--- src/rtl/dht_pkg.sv ---
// Shared types and constants for the DHT11 UART reporter: FSM states, ASCII codes, frame length.
package dht_pkg;

    typedef enum logic [2:0] {
        StIdle,
        StConvert,
        StLoad,
        StStart,
        StData,
        StStop
    } state_e;

    localparam logic [7:0] CH_H       = 8'h48;
    localparam logic [7:0] CH_T       = 8'h54;
    localparam logic [7:0] CH_EQ      = 8'h3D;
    localparam logic [7:0] CH_SP      = 8'h20;
    localparam logic [7:0] CH_CR      = 8'h0D;
    localparam logic [7:0] CH_LF      = 8'h0A;
    localparam logic [7:0] ASCII_ZERO = 8'h30;

    localparam int unsigned FRAME_LEN = 13;

    function automatic logic [7:0] digit_char(input logic [3:0] nib);
        return ASCII_ZERO + {4'b0000, nib};
    endfunction

endpackage

--- src/rtl/dht_uart_reporter_bin2bcd8.sv ---
// Sequential double-dabble: 8-bit binary to 3 BCD digits in 8 cycles, done pulses once.
module bin2bcd8
    import dht_pkg::*;
(
    input  logic        clk,
    input  logic        reset_n,
    input  logic        start,
    input  logic [7:0]  bin,
    output logic [11:0] bcd,
    output logic        done
);

    logic [19:0] sr_q;
    logic [19:0] sr_adj;
    logic [2:0]  iter_q;
    logic        run_q;

    // Add-3 correction on each BCD nibble before the shift
    always_comb begin
        sr_adj = sr_q;
        for (int i = 0; i < 3; i++) begin
            if (sr_adj[8 + 4 * i +: 4] >= 4'd5) begin
                sr_adj[8 + 4 * i +: 4] = sr_adj[8 + 4 * i +: 4] + 4'd3;
            end
        end
    end

    always_ff @(posedge clk) begin
        if (!reset_n) begin
            sr_q   <= '0;
            iter_q <= '0;
            run_q  <= 1'b0;
            done   <= 1'b0;
        end else begin
            done <= 1'b0;
            if (start) begin
                sr_q   <= {12'd0, bin};
                iter_q <= '0;
                run_q  <= 1'b1;
            end else if (run_q) begin
                sr_q   <= {sr_adj[18:0], 1'b0};
                iter_q <= iter_q + 3'd1;
                if (iter_q == 3'd7) begin
                    run_q <= 1'b0;
                    done  <= 1'b1;
                end
            end
        end
    end

    assign bcd = sr_q[19:8];

endmodule

--- src/rtl/dht_uart_reporter.sv ---
// Captures each new DHT11 reading and sends "H=hhh T=ttt\r\n" over an 8N1 UART TX line.
module dht_uart_reporter
    import dht_pkg::*;
#(
    parameter int unsigned CLKS_PER_BIT = 434
) (
    input  logic       clk,
    input  logic       reset_n,
    input  logic [7:0] humidity,
    input  logic [7:0] temperature,
    input  logic       valid,
    output logic       tx,
    output logic       busy,
    output logic       dropped
);

    localparam int unsigned   CntW   = (CLKS_PER_BIT > 1) ? $clog2(CLKS_PER_BIT) : 1;
    localparam logic [CntW-1:0] CntMax = CntW'(CLKS_PER_BIT - 1);
    localparam logic [3:0]    IdxLast = 4'(FRAME_LEN - 1);

    state_e          state_q;
    logic [7:0]      last_h, last_t;
    logic            last_valid;
    logic            pend_q;
    logic [7:0]      pend_h, pend_t;
    logic [3:0]      idx_q;
    logic [2:0]      bit_q;
    logic [CntW-1:0] cnt_q;
    logic [7:0]      shreg_q;

    logic            new_sample, capture;
    logic [7:0]      cap_h, cap_t, frame_byte;
    logic [11:0]     bcd_h, bcd_t;
    logic            done_h, done_t;

    assign new_sample = valid & (~last_valid | (humidity != last_h) | (temperature != last_t));
    assign capture    = (state_q == StIdle) & (new_sample | pend_q);
    // A fresh reading in the capture cycle is newer than anything pending
    assign cap_h      = new_sample ? humidity : pend_h;
    assign cap_t      = new_sample ? temperature : pend_t;

    bin2bcd8 u_bcd_h (
        .clk     (clk),
        .reset_n (reset_n),
        .start   (capture),
        .bin     (cap_h),
        .bcd     (bcd_h),
        .done    (done_h)
    );

    bin2bcd8 u_bcd_t (
        .clk     (clk),
        .reset_n (reset_n),
        .start   (capture),
        .bin     (cap_t),
        .bcd     (bcd_t),
        .done    (done_t)
    );

    always_comb begin
        frame_byte = CH_LF;
        unique case (idx_q)
            4'd0:    frame_byte = CH_H;
            4'd1:    frame_byte = CH_EQ;
            4'd2:    frame_byte = digit_char(bcd_h[11:8]);
            4'd3:    frame_byte = digit_char(bcd_h[7:4]);
            4'd4:    frame_byte = digit_char(bcd_h[3:0]);
            4'd5:    frame_byte = CH_SP;
            4'd6:    frame_byte = CH_T;
            4'd7:    frame_byte = CH_EQ;
            4'd8:    frame_byte = digit_char(bcd_t[11:8]);
            4'd9:    frame_byte = digit_char(bcd_t[7:4]);
            4'd10:   frame_byte = digit_char(bcd_t[3:0]);
            4'd11:   frame_byte = CH_CR;
            default: frame_byte = CH_LF;
        endcase
    end

    always_ff @(posedge clk) begin
        if (!reset_n) begin
            state_q    <= StIdle;
            tx         <= 1'b1;
            busy       <= 1'b0;
            dropped    <= 1'b0;
            last_h     <= '0;
            last_t     <= '0;
            last_valid <= 1'b0;
            pend_q     <= 1'b0;
            pend_h     <= '0;
            pend_t     <= '0;
            idx_q      <= '0;
            bit_q      <= '0;
            cnt_q      <= '0;
            shreg_q    <= '0;
        end else begin
            dropped    <= 1'b0;
            last_valid <= valid;
            if (new_sample) begin
                last_h <= humidity;
                last_t <= temperature;
            end
            if (new_sample && state_q != StIdle) begin
                pend_q  <= 1'b1;
                pend_h  <= humidity;
                pend_t  <= temperature;
                dropped <= pend_q;
            end

            unique case (state_q)
                StIdle: begin
                    if (capture) begin
                        pend_q  <= 1'b0;
                        busy    <= 1'b1;
                        state_q <= StConvert;
                    end
                end
                StConvert: begin
                    if (done_h && done_t) begin
                        idx_q   <= '0;
                        state_q <= StLoad;
                    end
                end
                StLoad: begin
                    shreg_q <= frame_byte;
                    tx      <= 1'b0;
                    cnt_q   <= '0;
                    state_q <= StStart;
                end
                StStart: begin
                    if (cnt_q == CntMax) begin
                        cnt_q   <= '0;
                        bit_q   <= '0;
                        tx      <= shreg_q[0];
                        state_q <= StData;
                    end else begin
                        cnt_q <= cnt_q + CntW'(1);
                    end
                end
                StData: begin
                    if (cnt_q == CntMax) begin
                        cnt_q <= '0;
                        if (bit_q == 3'd7) begin
                            bit_q   <= '0;
                            tx      <= 1'b1;
                            state_q <= StStop;
                        end else begin
                            bit_q   <= bit_q + 3'd1;
                            tx      <= shreg_q[1];
                            shreg_q <= shreg_q >> 1;
                        end
                    end else begin
                        cnt_q <= cnt_q + CntW'(1);
                    end
                end
                StStop: begin
                    if (cnt_q == CntMax) begin
                        cnt_q <= '0;
                        if (idx_q == IdxLast) begin
                            busy    <= 1'b0;
                            state_q <= StIdle;
                        end else begin
                            idx_q   <= idx_q + 4'd1;
                            state_q <= StLoad;
                        end
                    end else begin
                        cnt_q <= cnt_q + CntW'(1);
                    end
                end
                default: state_q <= StIdle;
            endcase
        end
    end

endmodule

--- config.mk ---
export PLATFORM = sky130hd
export DESIGN_NAME = dht_uart_reporter
export DESIGN_NICKNAME = d
export VERILOG_FILES = /design/src/rtl/dht_pkg.sv /design/src/rtl/dht_uart_reporter_bin2bcd8.sv /design/src/rtl/dht_uart_reporter.sv
export SDC_FILE = /design/constraint.sdc
export NUM_CORES = 1
export LEC_CHECK = 0
export CELL_PAD_IN_SITES_DETAIL_PLACEMENT = 1
export CELL_PAD_IN_SITES_GLOBAL_PLACEMENT = 1
export CORE_MARGIN = 2
export CORE_UTILIZATION = 25
export CTS_CLUSTER_DIAMETER = 200
export DETAILED_ROUTE_END_ITERATION = 6
export DONT_BUFFER_PORTS = 1
export MAX_ROUTING_LAYER = met4
export PLACE_DENSITY = 0.55
export SLEW_MARGIN = 20
export SYNTH_ARGS = -nofsm -noshare
export SYNTH_HDL_FRONTEND = slang
export SYNTH_SLANG_ARGS = --single-unit
--- constraint.sdc ---
create_clock -name clk -period 2.4 [get_ports clk]
set_input_delay 0.12 -clock clk [delete_from_list [all_inputs] [get_ports clk]]
set_output_delay 0.12 -clock clk [all_outputs]
set_load 0.03 [all_outputs]
# Word level (Yosys, flattened, before mapping)
# Cells that the tools add are included.
[classes]
n_bitwise = 9
n_reduce_logical = 25
mux = 53
magnitude_cmp = 6
add_sub_neg = 17
n_eq_ne = 32
[ops]
columns = ["cell", "count"]
rows = [
  ["7-bit one-hot mux with 11 select lines", 1],
  ["8-bit two-way mux", 8],
  ["6-bit by 4-bit adder with 7-bit output, first input constant", 6],
  ["3-bit two-way mux", 11],
  ["4-bit two-way mux", 7],
  ["4-bit by 3-bit >= comparator with 1-bit output, second input constant", 6],
  ["4-bit == test, second input constant", 5],
  ["2-bit inequality test, second input constant", 9],
  ["3-bit one-hot mux with 6 select lines", 1],
  ["9-bit one-hot mux with 2 select lines", 1],
  ["1-bit two-way mux", 17],
  ["4-bit by 2-bit adder with 4-bit output, second input constant", 4],
  ["4-bit by 3-bit == test with 1-bit output, second input constant", 4],
  ["8-bit inequality test", 2],
  ["8-bit one-hot mux with 2 select lines", 1],
  ["3-bit == test, second input constant", 5],
  ["2-bit nonzero test", 7],
  ["3-bit by 1-bit adder with 3-bit output, second input constant", 3],
  ["9-bit by 1-bit adder with 9-bit output, second input constant", 1],
  ["9-bit == test, second input constant", 1],
  ["9-bit two-way mux", 1],
  ["3-bit AND reduction", 3],
  ["3-bit OR reduction", 3],
  ["4-bit by 2-bit == test with 1-bit output, second input constant", 2],
  ["21 further kinds", 33],
]
[totals]
out_inout_bits = 3
word_cells = 166
ff_bits = 114
inputBits = 19

# Logic depth before layout (Yosys ltp)
[depth]
word_depth = 8
mapped_depth = 8
mapped_depth_nobuf = 7

# By module
# Synthesis repeated with hierarchy kept, for this count alone.
[hier_totals]
cells_unflattened = 770
hier_area_um2 = 6159.7
[by_module_without_submodules]
columns = ["module", "cells_per_inst", "area_each_um2", "instances", "seq_area_each_um2"]
rows = [
  ["dht_uart_reporter", 452, 3377.0, 1, 1261.2],
  ["bin2bcd8", 159, 1391.3, 2, 500.5],
]

# Worst setup path before layout
# No wires, ideal clock.
[synth_timing]
path_type = "register to register"
startpoint = "register idx_q[0]"
endpoint = "register idx_q[3]"
n_path_buf = 0
slack_ns = 0.409
period_less_slack_ns = 1.991
arrival_time_ns = 1.921
path_stages_with_launch = 8
setup_time_ns = 0.070
cell_sequence = "dfxtp_1 inv_1 ha_1 nand3_1 a41oi_1 or3b_4 or4_1 a21oi_1"
[synth_between]
elab_chain_len = 4
word_cells_on_any_way = 7
[synth_rtl]
columns = ["item", "line", "source"]
rows = [
  ["from (decl)", "dht_uart_reporter.sv:26", "logic [3:0] idx_q;"],
  ["from (signal assigned)", "dht_uart_reporter.sv:162", "idx_q <= idx_q + 4'd1;"],
  ["4-bit by 1-bit adder with 4-bit output", "dht_uart_reporter.sv:162", ""],
  ["4-bit two-way mux", "dht_uart_reporter.sv:158", "if (idx_q == IdxLast) begin"],
  ["4-bit two-way mux", "dht_uart_reporter.sv:156", "if (cnt_q == CntMax) begin"],
  ["4-bit one-hot mux with 2 select lines", "dht_uart_reporter.sv:109", "unique case (state_q)"],
]
# Several ways; a longest one is shown, not always the timed one. The select of a mux whose other input is x is not followed.
# A chain may end at the register's enable or synchronous reset.

# Final worst setup path
[layout_timing]
startpoint = "register idx_q[0]"
endpoint = "register shreg_q[1]"
[layout_between]
elab_chain_len = 4
word_cells_on_any_way = 15
[layout_rtl]
columns = ["item", "line", "source"]
rows = [
  ["4-bit by 3-bit == test with 1-bit output / 4-bit by 1-bit == test with 1-bit output (equally long branches)", "dht_uart_reporter.sv:62", "unique case (idx_q)"],
  ["2-bit OR reduction (no line)", "-", ""],
  ["7-bit one-hot mux with 11 select lines (*)", "dht_uart_reporter.sv:62", ""],
  ["8-bit one-hot mux with 2 select lines (*)", "dht_uart_reporter.sv:109", ""],
  ["to (signal assigned)", "dht_uart_reporter.sv:124", "shreg_q <= frame_byte;"],
  ["to (signal assigned)", "dht_uart_reporter.sv:149", "shreg_q <= shreg_q >> 1;"],
  ["to (decl)", "dht_uart_reporter.sv:29", "logic [7:0] shreg_q;"],
]
# Every way passes the cells marked *; elsewhere a longest branch is shown, timed or not.

==> results.md <==
- Slew @ Worst Pin: 0.7151 ns
- Clk root buf: clkbuf_16
- FF-to-FF End: shreg_q[1]$_SDFFE_PN0P_
- Register area share after synthesis: 0.3514
- Crit. End Element: flop
- Complex-gate fraction of the synthesized area: 0.1532
- Max_slew headroom: 0.5232
- Crit path kind: flop to flop
- XOR/XNOR Fraction of Synth Area: 0.03401
- Distinct cell type count after synthesis: 66
- Cells after Synth: 771
- Crit path from: idx_q[0]$_SDFFE_PN0P_
- P_sw: 1840 µW
- Deepest clock path buffer count: 2
- Status: finished clean
- Fin cells: 1127
- EDFF count, synth: 0
- Initial antenna violation count: 0
- Final period util: 0.9185
- Routability congestion estimate: 0.7568
- Final Skew: 0.01072 ns
- GRT Total Usage: 0.1486
- Worst path required time: 2.71 ns
- Critical Path Start Type: flop
- Pin count of the biggest net entering global routing: 60
- Layout cell share with drive strength beyond 1: 0.1117
- Multiplexer share of the synthesized area: 0.1442
- R2R cell count: 7
- Routed len/inst: 16.40 µm
- Number of I/O port buffers: 0
- Crit path depth: 7
- Critical path's top delay family: multiplexers
- Total congestion overflow: 0
- Final Setup Violations: 0
- Fill cells: 2997
- Vias/cell: 4.950
- Total I/O pin count: 22
- Post-DRT Antenna Nets: 0
- First-pass detailed-route iteration total: 4
- Crit path cell chain: inv_1, ha_1, mux2_2, mux2_2, a21o_1, and4_1, a2111oi_0
- Avg Cell Area, Syn: 8.349 µm²
- Post-synth top area share: 0.3514
- Placed cells: 1075
- Sw frac: 0.3057
- Area growth from synthesis to layout: 18.78%
- Die area: 0.02705 mm²
- Max Fanout on Critical Path: 6
- Max frequency: 453.6 MHz
- Core region area: 0.02525 mm²
- Critical path arrival: 2.51 ns
- Crit-path slowest cell: dfxtp_1
- Clock latency on the worst-skew pair: 0.43 ns
- Critical path endpoint: shreg_q[1]$_SDFFE_PN0P_
- Total via count in the routed design: 5579
- Synth Area in Simple Gates: 0.2152
- Ratio of total power to cell area: 786.9 mW/mm²
- Number of buffers and inverters on the critical path: 1
- Post-synth top area cell: dfxtp_1
- TNS Setup: 0 ns
- #FFs+latches synth: 113
- Clk slew on worst S/H paths: 0.06 ns
- Synth async-reset ratio: 0
- Syn_nets: 814
- Pleak: 0.002895 µW
- Die Height: 164.5 µm
- DRC: 0
- Hpwl dp: 12140 µm
- CTS Sinks: 113
- H-tree depth: 4
- Dominant synthesized flop cell: dfxtp_1
- Synth top cells by count: dfxtp_1, mux2i_1, nand2_1, nor2_1, o21ai_0
- Hold Vio Cnt, Final: 0
- Peak VDD IR: 0.3924 mV
- Fin crit period: 2.204 ns
- # rows: 58
- Antenna cells: 0
- Largest family of logic cells by synthesized area: simple AND/OR/NAND/NOR gates
- Critical Path Most Common Cell: mux2_2
- Mapped cell area: 0.006437 mm²
- Synth Warn #: 0
- Cts bufs inserted: 17
- Routed WL: 18490 µm
- Clk pwr share: 0.440
- Largest cells by area after synthesis: dfxtp_1, mux2i_1, nand2_1, ha_1, o21ai_0
- CP peak stage delay: 0.41 ns
- Fin nets: 827
- CTS tree: built
- Sequential Power Share: 0.373
- Comb power frac: 0.187
- Max Cap Violations: 0
- Vias in the first global route: 5691
- Iter 0 DRT Violations: 267
- Worst r2r src: idx_q[0]$_SDFFE_PN0P_
- Max Slew Vio Count: 0
- Count leader, synth: dfxtp_1
- Die Width: 164.5 µm
- Hold Path Class: primary input to flop
- RSZ-0062 raised after global routing: false
- Global-route wire length before repair: 30440 µm
- Initial Util: 0.2549
- R2r setup slk: 0.20 ns
- Adder-Cell Fraction of Synth Area: 0.04665
- P_int: 4177 µW
tightest hold or removal path: stages:
cell     delay (ns)
nor2_1         0.08
nor2_1         0.06
nand2_1        0.06
a32oi_1        0.09
timing repair:
action                                  in CTS  in global routing
endpoints found under the setup margin       0                  1
hold buffers                                20                  0
endpoints found under the hold margin       45                  0
gates resized for setup                      0                  1
buffers inserted                             0                  0
cell families (layout without fill, tap and decap cells):
family	count (synthesis)	count (layout)
muxes	92	92
xor gates and xnor gates	25	25
adders and majority gates	24	24
and+or+nand+nor	285	285
buffers and inverters	78	104
DFF	113	113
AOI/OAI and AO/OA	154	154
metrics by stage:
stage | area [µm²] | power (µW) | utilization | setup slack, ns | hold WS (ns)
4_1_cts | 7640 | 6102 | 0.3025 | 0.1773 | 0.002490
3_5_place_dp | 6810 | 3362 | 0.2697 | 0.1996 | 0.2367
2_1_floorplan | 6437 | 3033 | - | 0.4090 | 0.2621
3_3_place_gp | 6810 | 3358 | 0.2697 | 0.2728 | 0.2313
6_report | 7646 | 6017 | 0.3028 | 0.1956 | 0.02695
5_1_grt | 7646 | 6327 | 0.3028 | 0.02912 | 0.03605
worst min-delay path by stage:
stage	startpoint	endpoint	slack, ns	cells after the start
2_1_floorplan	humidity[2]	pend_h[2]$_SDFFE_PN0P_	0.26	2
3_3_place_gp	reset_n	tx$_SDFFE_PN1P_	0.23	1
3_5_place_dp	reset_n	tx$_SDFFE_PN1P_	0.24	1
4_1_cts	temperature[4]	u_bcd_t.sr_q[4]$_SDFFE_PN0P_	0.002	4
5_1_grt	temperature[3]	u_bcd_t.sr_q[3]$_SDFFE_PN0P_	0.04	4
6_report	temperature[4]	u_bcd_t.sr_q[4]$_SDFFE_PN0P_	0.03	4
flip-flops by register name, indices dropped and copies added (netlist names), 3 cells and up:
register / count
u_bcd_t.sr_q: 20
shreg_q: 7
last_h: 8
u_bcd_t.iter_q: 3
pend_t: 8
idx_q: 4
pend_h: 8
bit_q: 3
state_q: 3
u_bcd_h.iter_q: 3
cnt_q: 9
last_t: 8
u_bcd_h.sr_q: 20
power groups by stage:
stage	Clock [µW]	Sequential (µW)	Combinational, µW
6_report	2640	2250	1120
5_1_grt	2800	2280	1250
4_1_cts	2720	2250	1130
3_5_place_dp	0	2290	1070
3_3_place_gp	0	2280	1070
2_1_floorplan	0	2200	828
layout by cell type, fill, tap and decap left out, drive strengths merged, types with 3 or more instances in the layout:
cell type / count
a22oi: 4
nor4: 3
a21oi: 37
mux2i: 86
mux2: 6
ha: 24
inv: 25
o21ai: 59
xor2: 11
xnor2: 14
clkinv: 6
nor3b: 10
nand2: 85
dfxtp: 113
clkinvlp: 4
o311ai: 3
nor2b: 4
nand3b: 3
bufinv: 3
dlygate4sd3: 19
nand3: 9
a222oi: 4
and3: 13
a32oi: 16
nand4: 5
buf: 30
o21a: 3
a31oi: 5
nand2b: 11
nor3: 53
or3: 3
clkbuf: 17
nor2: 73
a2111oi: 4
per-layer routing:
layer  vias to the layer above  routed length, µm  global-route usage
met1                      2718               9502              0.1975
met2                        61               8118              0.2216
met3                        20                560             0.03139
li1                       2780                  -                   -
met4                         0                307             0.05573
met5                         -                  0                   -
layout make-up:
type | count | area, µm² | share of cell area
clock buffer | 17 | 425.4 | 0.05564
clock inverter | 15 | 186.4 | 0.02438
inverter | 23 | 86.33 | 0.01129
multi-input combinational | 580 | 3825 | 0.5002
sequential | 113 | 2262 | 0.2959
tap | 330 | 412.9 | 0.05400
timing repair buffer | 49 | 447.9 | 0.05858
Note: power is estimated with default switching activity, not from simulation.
